**src/rtl/phoneme_sequencer_if.sv**
```systemverilog
// Avalon-MM read-only port between the phoneme sequencer and the speech flash.
interface phoneme_sequencer_if;
  logic        flash_mem_read;
  logic [22:0] flash_mem_address;
  logic        flash_mem_waitrequest;
  logic [31:0] flash_mem_readdata;
  logic        flash_mem_readdatavalid;

  modport master (output flash_mem_read, flash_mem_address,
                  input  flash_mem_waitrequest, flash_mem_readdata, flash_mem_readdatavalid);
  modport slave  (input  flash_mem_read, flash_mem_address,
                  output flash_mem_waitrequest, flash_mem_readdata, flash_mem_readdatavalid);
endinterface

```
**src/rtl/phoneme_sequencer.sv**
```systemverilog
// Queues phoneme codes, resolves each to a flash word range via the narrator,
// streams those words out as 8-bit samples on sample_tick, or plays silence.
module phoneme_sequencer #(
  parameter int FIFO_DEPTH     = 8,
  parameter int LOOKUP_LAT     = 2,
  parameter int SILENT_SAMPLES = 720
) (
  input  logic        clk,
  input  logic        reset,
  input  logic        phoneme_valid,
  input  logic [7:0]  phoneme_in,
  output logic        phoneme_ready,
  output logic [7:0]  phoneme_sel,
  input  logic [23:0] start_address,
  input  logic [23:0] end_address,
  input  logic        silent,
  phoneme_sequencer_if.master flash,
  input  logic        sample_tick,
  input  logic        pause,
  output logic [7:0]  audio_data,
  output logic        audio_valid,
  output logic        underrun,
  output logic        busy,
  output logic        done
);
  localparam int AW = $clog2(FIFO_DEPTH);
  localparam int LW = (LOOKUP_LAT < 1) ? 1 : $clog2(LOOKUP_LAT + 1);
  localparam int SW = $clog2(SILENT_SAMPLES + 1);

  typedef enum logic [2:0] {
    S_IDLE, S_POP, S_LOOKUP, S_FETCH, S_WAIT, S_PLAY, S_SILENCE, S_NEXT
  } state_t;

  state_t state, state_n;

  logic [7:0]    fifo_mem [FIFO_DEPTH];
  logic [AW-1:0] rd_ptr, wr_ptr;
  logic [AW:0]   count;
  logic          full, empty, push, pop;

  logic [LW-1:0] lat_cnt;
  logic [SW-1:0] sil_cnt;
  logic [23:0]   word_addr, end_r;
  logic [31:0]   word_r;
  logic [1:0]    byte_idx;
  logic          tick_ok;

  // Fullness is taken from the pre-pop count, so a push while full is lost
  // even if the FSM pops in the same cycle.
  assign full          = (count == (AW+1)'(FIFO_DEPTH));
  assign empty         = (count == '0);
  assign phoneme_ready = !reset && !full;
  assign push          = phoneme_valid && phoneme_ready;
  assign pop           = (state == S_POP);
  assign tick_ok       = sample_tick && !pause;

  always_ff @(posedge clk)
    if (push) fifo_mem[wr_ptr] <= phoneme_in;

  always_ff @(posedge clk) begin
    if (reset) begin
      rd_ptr <= '0;
      wr_ptr <= '0;
      count  <= '0;
    end else begin
      if (push) wr_ptr <= wr_ptr + 1'b1;
      if (pop)  rd_ptr <= rd_ptr + 1'b1;
      case ({push, pop})
        2'b10:   count <= count + 1'b1;
        2'b01:   count <= count - 1'b1;
        default: ;
      endcase
    end
  end

  always_ff @(posedge clk) begin
    if (reset) state <= S_IDLE;
    else       state <= state_n;
  end

  always_comb begin
    state_n = state;
    unique case (state)
      S_IDLE:    if (!empty) state_n = S_POP;
      S_POP:     state_n = S_LOOKUP;
      S_LOOKUP:
        if (lat_cnt == '0) begin
          if (silent)                          state_n = S_SILENCE;
          else if (end_address < start_address) state_n = S_NEXT;
          else                                 state_n = S_FETCH;
        end
      S_FETCH:   if (!flash.flash_mem_waitrequest) state_n = S_WAIT;
      S_WAIT:    if (flash.flash_mem_readdatavalid) state_n = S_PLAY;
      S_PLAY:
        if (tick_ok && byte_idx == 2'd3)
          state_n = (word_addr == end_r) ? S_NEXT : S_FETCH;
      S_SILENCE: if (tick_ok && sil_cnt == SW'(1)) state_n = S_NEXT;
      S_NEXT:    state_n = empty ? S_IDLE : S_POP;
      default:   state_n = S_IDLE;
    endcase
  end

  always_comb begin
    flash.flash_mem_read    = (state == S_FETCH);
    flash.flash_mem_address = word_addr[22:0];
    busy                    = (state != S_IDLE) || !empty;
  end

  always_ff @(posedge clk) begin
    if (reset) begin
      phoneme_sel <= '0;
      lat_cnt     <= '0;
      sil_cnt     <= '0;
      word_addr   <= '0;
      end_r       <= '0;
      word_r      <= '0;
      byte_idx    <= '0;
      audio_data  <= '0;
      audio_valid <= 1'b0;
      underrun    <= 1'b0;
      done        <= 1'b0;
    end else begin
      audio_valid <= 1'b0;
      underrun    <= 1'b0;
      done        <= 1'b0;
      // A tick that lands while the next sample is still being prepared is lost.
      if (tick_ok && (state inside {S_POP, S_LOOKUP, S_FETCH, S_WAIT, S_NEXT}))
        underrun <= 1'b1;
      unique case (state)
        S_IDLE: audio_data <= '0;
        S_POP: begin
          phoneme_sel <= fifo_mem[rd_ptr];
          lat_cnt     <= LW'(LOOKUP_LAT);
        end
        S_LOOKUP:
          if (lat_cnt != '0) lat_cnt <= lat_cnt - 1'b1;
          else begin
            word_addr <= start_address;
            end_r     <= end_address;
            sil_cnt   <= SW'(SILENT_SAMPLES);
          end
        S_WAIT:
          if (flash.flash_mem_readdatavalid) begin
            word_r   <= flash.flash_mem_readdata;
            byte_idx <= '0;
          end
        S_PLAY:
          if (tick_ok) begin
            audio_data  <= word_r[{byte_idx, 3'b000} +: 8];
            audio_valid <= 1'b1;
            byte_idx    <= byte_idx + 1'b1;
            if (byte_idx == 2'd3 && word_addr != end_r) word_addr <= word_addr + 1'b1;
          end
        S_SILENCE:
          if (tick_ok) begin
            audio_data  <= '0;
            audio_valid <= 1'b1;
            sil_cnt     <= sil_cnt - 1'b1;
          end
        S_NEXT:  if (empty) done <= 1'b1;
        default: ;
      endcase
    end
  end
endmodule

```
**src/flat_wrapper.sv**
```systemverilog
// flat-port wrapper written by rule: the top's interface ports become plain ports
module phoneme_sequencer_flat 
#(
  parameter int FIFO_DEPTH     = 8,
  parameter int LOOKUP_LAT     = 2,
  parameter int SILENT_SAMPLES = 720
)
  (clk, reset, phoneme_valid, phoneme_in, phoneme_ready, phoneme_sel, start_address, end_address, silent, sample_tick, pause, audio_data, audio_valid, underrun, busy, done, flash_flash_mem_read, flash_flash_mem_address, flash_flash_mem_waitrequest, flash_flash_mem_readdata, flash_flash_mem_readdatavalid);
  phoneme_sequencer_if flash_i ();
  input  logic clk;
  input  logic reset;
  input  logic phoneme_valid;
  input  logic [7:0] phoneme_in;
  output logic phoneme_ready;
  output logic [7:0] phoneme_sel;
  input  logic [23:0] start_address;
  input  logic [23:0] end_address;
  input  logic silent;
  input  logic sample_tick;
  input  logic pause;
  output logic [7:0] audio_data;
  output logic audio_valid;
  output logic underrun;
  output logic busy;
  output logic done;
  output wire logic [$bits(flash_i.flash_mem_read)-1:0] flash_flash_mem_read;
  output wire logic [$bits(flash_i.flash_mem_address)-1:0] flash_flash_mem_address;
  input wire logic [$bits(flash_i.flash_mem_waitrequest)-1:0] flash_flash_mem_waitrequest;
  input wire logic [$bits(flash_i.flash_mem_readdata)-1:0] flash_flash_mem_readdata;
  input wire logic [$bits(flash_i.flash_mem_readdatavalid)-1:0] flash_flash_mem_readdatavalid;
  assign flash_flash_mem_read = flash_i.flash_mem_read;
  assign flash_flash_mem_address = flash_i.flash_mem_address;
  assign flash_i.flash_mem_waitrequest = flash_flash_mem_waitrequest;
  assign flash_i.flash_mem_readdata = flash_flash_mem_readdata;
  assign flash_i.flash_mem_readdatavalid = flash_flash_mem_readdatavalid;
  phoneme_sequencer #(.FIFO_DEPTH(FIFO_DEPTH), .LOOKUP_LAT(LOOKUP_LAT), .SILENT_SAMPLES(SILENT_SAMPLES)) u_core (.clk(clk), .reset(reset), .phoneme_valid(phoneme_valid), .phoneme_in(phoneme_in), .phoneme_ready(phoneme_ready), .phoneme_sel(phoneme_sel), .start_address(start_address), .end_address(end_address), .silent(silent), .flash(flash_i), .sample_tick(sample_tick), .pause(pause), .audio_data(audio_data), .audio_valid(audio_valid), .underrun(underrun), .busy(busy), .done(done));
endmodule
```
**config.mk**
```make
export PLATFORM = sky130hd
export DESIGN_NAME = phoneme_sequencer_flat
export DESIGN_NICKNAME = d
export VERILOG_FILES = /design/src/rtl/phoneme_sequencer_if.sv /design/src/rtl/phoneme_sequencer.sv /design/src/flat_wrapper.sv
export SDC_FILE = /design/constraint.sdc
export NUM_CORES = 1
export LEC_CHECK = 0
export CAP_MARGIN = 20
export CELL_PAD_IN_SITES_DETAIL_PLACEMENT = 0
export CELL_PAD_IN_SITES_GLOBAL_PLACEMENT = 1
export CORE_UTILIZATION = 49
export CTS_BUF_LIST = sky130_fd_sc_hd__clkbuf_16
export DETAILED_ROUTE_END_ITERATION = 8
export DONT_BUFFER_PORTS = 1
export GPL_ROUTABILITY_DRIVEN = 1
export PLACE_DENSITY_LB_ADDON = 0.1
export SLEW_MARGIN = 20
export SYNTH_ARGS = -nofsm -noshare
export SYNTH_HDL_FRONTEND = slang
export SYNTH_SLANG_ARGS = --single-unit
```
**constraint.sdc**
```tcl
create_clock -name clk -period 2.85 [get_ports clk]
set_input_delay 0.285 -clock clk [delete_from_list [all_inputs] [get_ports clk]]
set_output_delay 0.285 -clock clk [all_outputs]
set_load 0.05 [all_outputs]
```
-- Word-level counts from Yosys, hierarchy flattened
Memory sizes are Yosys's and may differ from the RTL's. A register that Yosys moved wholly into a read port is not among the register bits.
Cells that the tools add are included.
- memories kept: 1
- output and inout port bits: 45
- register bits after elaboration: 118
- RAM bits: 64
- bits in latches: 0
- input bits: 96
- word-level logic and storage cells: 120
- ROM bits: 0
- memory list (name ; words ; width ; read ports ; clocked after Yosys merged registers in ; write ports ; RTL line ; text):
    u_core.fifo_mem ; 8 ; 8 ; 1 ; 1 ; 1 ; phoneme_sequencer.sv:36 ; logic [7:0] fifo_mem [FIFO_DEPTH];
- multipliers: 0
- div/mod/pow operators: 0
- $lt $le $gt $ge: 1
- add/subtract/negate cells: 8
- bitwise operators: 3
- equal/unequal tests: 25
- shifts and indexed selects: 1
- multiplexer cells: 32
- reductions and logical operators: 35
- operator list (cell ; number):
    2-to-1 mux 24 bit ; 3
    one-hot mux 24 bit (2 select lines) ; 1
    indexed part select 32 x 6 -> 8 bit ; 1
    2-to-1 mux 3 bit ; 9
    adder 24 x 1 -> 24 bit, second input constant ; 1
    equality test 24 bit ; 1
    < comparator 24 bit ; 1
    inequality test 24 bit ; 1
    one-hot mux 3 bit (8 select lines) ; 1
    one-hot mux 8 bit (3 select lines) ; 1
    2-to-1 mux 10 bit ; 2
    one-hot mux 10 bit (2 select lines) ; 1
    2-to-1 mux 8 bit ; 2
    equality test 3 bit, second input constant ; 4
    inequality test 2 x 1 -> 1 bit, second input constant ; 6
    nonzero test 2 bit ; 6
    equality test 10 x 1 -> 1 bit, second input constant ; 1
    inequality test 2 bit, second input constant ; 5
    subtractor 10 x 1 -> 10 bit, second input constant ; 1
    AND reduction 3 bit ; 3
    one-hot mux 2 bit (2 select lines) ; 2
    one-hot mux 4 bit (2 select lines) ; 1
    logical AND 1 bit ; 7
    adder 3 x 1 -> 3 bit, second input constant ; 2
    other kinds (23) ; 42

-- Depth between registers and ports, before layout
- depth after elaboration: 6
- depth in mapped cells: 11

-- Worst setup path after synthesis
No wires, ideal clock.
- kind: reg2reg
- start point: register u_core.count[0]
- end point: register u_core.count[3]
- data arrival time: 2.988 ns
- setup time: 0.070 ns
- stages on the path, launching flop included: 12
- required time: 2.780 ns
- clock period less this slack: 3.058 ns
- buffers on the path: 0
- path slack: -0.208 ns
- cell sequence: dfxtp_1 > nor3_1 > a21oi_1 > and2_0 > inv_1 > ha_1 > ha_1 > a21o_1 > a21oi_1 > xnor2_1 > or3_1 > a21oi_1
- cells in the longest elaborated chain, start to end: 6
- elaborated cells between the ends (all ways): 10
- classes of those cells: add/sub (2); eq/ne (3); mux (1); reduce/logical (4)
- ends and longest elaborated chain (what ; RTL line ; text):
    from (decl) ; phoneme_sequencer.sv:38 ; logic [AW:0] count;
    from (signal assigned) ; phoneme_sequencer.sv:69 ; 2'b10: count <= count + 1'b1;
    from (signal assigned) ; phoneme_sequencer.sv:70 ; 2'b01: count <= count - 1'b1;
    equality test 4 bit (*) ; phoneme_sequencer.sv:50 ; assign full = (count == (AW+1)'(FIFO_DEPTH));
    logical NOT 1 bit (*) ; phoneme_sequencer.sv:52 ; assign phoneme_ready = !reset && !full;
    logical AND 1 bit (*) ; phoneme_sequencer.sv:52 ;
    named net phoneme_ready ; flat_wrapper.sv:14 ; output logic phoneme_ready;
    logical AND 1 bit (*) ; phoneme_sequencer.sv:53 ; assign push = phoneme_valid && phoneme_ready;
    equality test 2 x 1 -> 1 bit / equality test 2 bit (equally long branches) ; phoneme_sequencer.sv:68 ; case ({push, pop})
    one-hot mux 4 bit (2 select lines) / nonzero test 2 bit (equally long branches) ; -- ;
The timed path passes the listed nets; every way through them passes the cells marked *.
A chain may end at the register's enable or synchronous reset.

-- Worst setup path after layout
- start point: register u_core.count[0]
- end point: register u_core.count[3]
- cells in the longest elaborated chain, start to end: 6
- elaborated cells between the ends (all ways): 10
- classes of those cells: add/sub (2); eq/ne (3); mux (1); reduce/logical (4)
- ends and longest elaborated chain (what ; RTL line):
    equality test 4 bit ; phoneme_sequencer.sv:50
    logical NOT 1 bit ; phoneme_sequencer.sv:52
    logical AND 1 bit ; phoneme_sequencer.sv:52
    logical AND 1 bit ; phoneme_sequencer.sv:53
    equality test 2 x 1 -> 1 bit / equality test 2 bit (equally long branches) ; phoneme_sequencer.sv:68
    one-hot mux 4 bit (2 select lines) / nonzero test 2 bit (equally long branches) ; --
Parallel ways exist; a longest one is shown, timed or not.

==> flow_summary.yaml <==
worst_setup_path:
  rr_startpoint: "u_core.count[0]$_SDFFE_PP0P_"
  max_stage_delay_ps: 430
  timing.rr.end: "u_core.count[3]$_SDFFE_PP0P_"
  cp_slowest_cell: "dfxtp_1"
  cp.required_ps: 3230
  critPathKind: "reg -> reg"
  path_buf_inv: 1
  critical_path.cell_chain: "nor3_1 -> a21oi_2 -> and2_0 -> inv_1 -> ha_1 -> ha_1 -> a21o_1 -> a21oi_1 -> xnor2_1 -> or3_1 -> a21oi_1"
  rrSetupSlack_ps: 240
  ff2ff_path_depth: 11
  worstSetupStartpointType: "flip-flop"
  crit_family: "simple AND/OR/NAND/NOR gates"
  arrival_ps: 2980
  crit_fanout: 6
  endpoint_kind: "flip-flop"
cts:
  clock_latency_ps: 450
  cts_root_buffer: "clkbuf_16"
  cts_buffers: 17
  cts.sinks: 190
  htree_levels: 4
  cts.clk_slew.worst_paths_ps: 80
  clockBufferDepth: 2
  cts_tree: "done"
place:
  gp_congestion: 0.8549
  dp_slack_ps: 266.6
  io_buffers: 0
  dp_hpwl_um: 16300
  dp.cells: 1136
  post_dp_cell_area_um2: 9423
synth:
  synth_seq_area_share: 0.4838
  ys_ff_latch: 190
  async_reset_ff_frac: 0
  synth_top_area_share: 0.2746
  synth_ff_type: "dfxtp_1"
  synth_compound_area_frac: 0.1333
  syn_inst: 938
  syn_area_um2: 9186
  synth_top_family_by_area: "simple AND/OR/NAND/NOR gates"
  synthSimpleGateAreaFrac: 0.1660
  syn_area_per_cell_um2: 9.794
  synth_cell_types: 62
  yosys.area_share.adder: 0.04713
  synth-edff-count: 64
  ys.warnings.count: 0
  synth_xor_area_frac: 0.03718
  synth_area_leaders: "dfxtp_1, edfxtp_1, nand2_1"
  synth_nets: 1068
  yosys.area.top_type: "dfxtp_1"
  synth.area.mux_share: 0.07083
pwr:
  p_leak_nw: 3.843
  power_density_nw_per_um2: 766.3
  vdd_drop_max_v: 0.0004105
final_layout:
  area_growth_syn_to_layout_pct: 16.78
  final_area_um2: 10730
  fill_cells: 1571
  multi_input_area_um2: 4189
  stdcell_count: 1233
  regArea_um2: 4444
  nets: 1121
  layout_common_cells: "nand2_1, dfxtp_1, a21oi_1"
  layout-drive-gt1-share: 0.1255
  diodes: 0
  layout_commonest_cell: "nand2_1"
timing:
  worstMarginPinSlew_ps: 918.1
  rsz0062_at_grt: "false"
  maxSlewViolCount: 0
  max_freq_mhz: 383.6
  finalHoldViolations: 0
  setup_viol: 0
  finClkSkew_ps: 15.39
  max_slew_margin: 0.3873
  min_period_over_period: 0.9147
  final.setup.tns_ps: 0
  layout_min_cycle_time_ps: 2607
  finalWorstSetupSlack_ps: 243.2
grt:
  grt_usage: 0.2560
  grt_first_pass_wirelength_um: 38210
  grt_max_degree: 118
  grt_pass1_vias: 7078
  antenna_found_initial: 1
  grt.overflow.total: 0
min_path:
  min-delay-start: "reset"
  min_to: "u_core.lat_cnt[1]$_SDFFE_PP0P_"
  hold_path_class: "in -> reg"
  hold_path_depth: 2
detailed_routing:
  dr.pass1.iters: 9
  vias: 7237
  wl_um: 23970
  ant_nets: 0
  drcViolationCount: 4
  wl_per_cell_um: 19.44
  routed_via_density: 5.869
  initialDrtViolationCount: 478
floorplanning:
  initial_core_util: 0.5062
  placementRows: 49
  die_h_um: 138.9
  die-area_um2: 19300
  die_w_um: 138.9
  core_um2: 18150
  num_io_pins: 141
flow_run:
  cap_violations: 0
outcome:
  violations: "DRC"
  outcome: "finished, violations left"
metal layers:
metal | part of all wire | global-route usage | up-vias | wire length, um
met5 | 0 | 0 | - | 0
met4 | 0.024 | 0.09123 | 0 | 571
met3 | 0.057 | 0.05939 | 40 | 1369
met2 | 0.50 | 0.4330 | 254 | 11940
met1 | 0.42 | 0.3206 | 3488 | 10090
li1 | - | - | 3455 | -
timing repair:
item	in CTS	in global routing
hold buffers	65	0
hold endpoints to repair	181	0
resized for setup	0	0
buffers inserted	0	0
sequential cells by signal, indices dropped and copies added (netlist names), 3 cells and up:
| register | cells |
|---|---|
| u_core.fifo_mem | 64 |
| u_core.state | 3 |
| u_core.word_addr | 24 |
| u_core.sil_cnt | 10 |
| u_core.rd_ptr | 3 |
| u_core.wr_ptr | 3 |
| u_core.audio_data | 8 |
| u_core.count | 4 |
| u_core.end_r | 24 |
| u_core.phoneme_sel | 8 |
| u_core.word_r | 32 |
synth_stat cells, types with 9 or more instances:
cell type / n
buf_1: 9
buf_2: 9
inv_1: 38
a21oi_1: 102
mux2i_1: 11
xor2_1: 11
nor2_1: 61
nor4_1: 10
a22oi_1: 10
nor3_1: 40
nand4_1: 10
xnor2_1: 28
edfxtp_1: 64
a211oi_1: 19
nand2_1: 162
dfxtp_1: 126
clkbuf_1: 33
o21ai_0: 9
mux4_2: 24
ha_1: 33
o32ai_1: 10
nand3_1: 9
buf_4: 26
power breakdown:
part           leakage [nW]  total [mW]  internal [mW]  switching, mW
clock network         0.305        2.52           1.23           1.29
logic                  1.94        2.23          0.859           1.38
registers              1.60        3.47           3.07          0.402
total                  3.84        8.22           5.16           3.07
worst max-delay path by stage:
stage | cells past startpoint | startpoint | endpoint | slack (ps)
2_1_floorplan | 11 | u_core.count[0]$_SDFFE_PP0P_ | u_core.count[3]$_SDFFE_PP0P_ | 120
6_report | 11 | u_core.count[0]$_SDFFE_PP0P_ | u_core.count[3]$_SDFFE_PP0P_ | 240
3_5_place_dp | 11 | u_core.count[0]$_SDFFE_PP0P_ | u_core.count[3]$_SDFFE_PP0P_ | 270
3_3_place_gp | 11 | u_core.count[0]$_SDFFE_PP0P_ | u_core.count[3]$_SDFFE_PP0P_ | 450
4_1_cts | 11 | u_core.count[0]$_SDFFE_PP0P_ | u_core.count[3]$_SDFFE_PP0P_ | 220
5_1_grt | 11 | u_core.count[0]$_SDFFE_PP0P_ | u_core.count[3]$_SDFFE_PP0P_ | 50
kinds of logic (layout without fill, tap and decap cells):
kind of cell               after synthesis  count (layout)
xor gates and xnor gates                39              39
and+or+nand+nor                        329             329
muxes                                   35              35
AOI/OAI and AO/OA                      194             194
buffers and inverters                  117             183
DFF                                    190             190
adders and majority gates               34              34
stage by stage:
stage / power, mW / hold slack [ps] / util
6_report: 8.221 / 25.92 / 0.5911
5_1_grt: 8.633 / 21.03 / 0.5911
4_1_cts: 8.274 / 7.398 / 0.5911
3_5_place_dp: 5.653 / 367.2 / 0.5192
3_3_place_gp: 5.571 / 363.4 / 0.5192
2_1_floorplan: 5.187 / 383.9 / -
layout make-up:
type                       instances  area share
multi-input combinational        631      0.3905
clock buffer                      17     0.03965
timing repair buffer             113     0.09587
clock inverter                    15     0.01971
inverter                          38     0.01330
tap                              229     0.02671
sequential                       190      0.4143
Note: power is estimated with default switching activity, not from simulation.
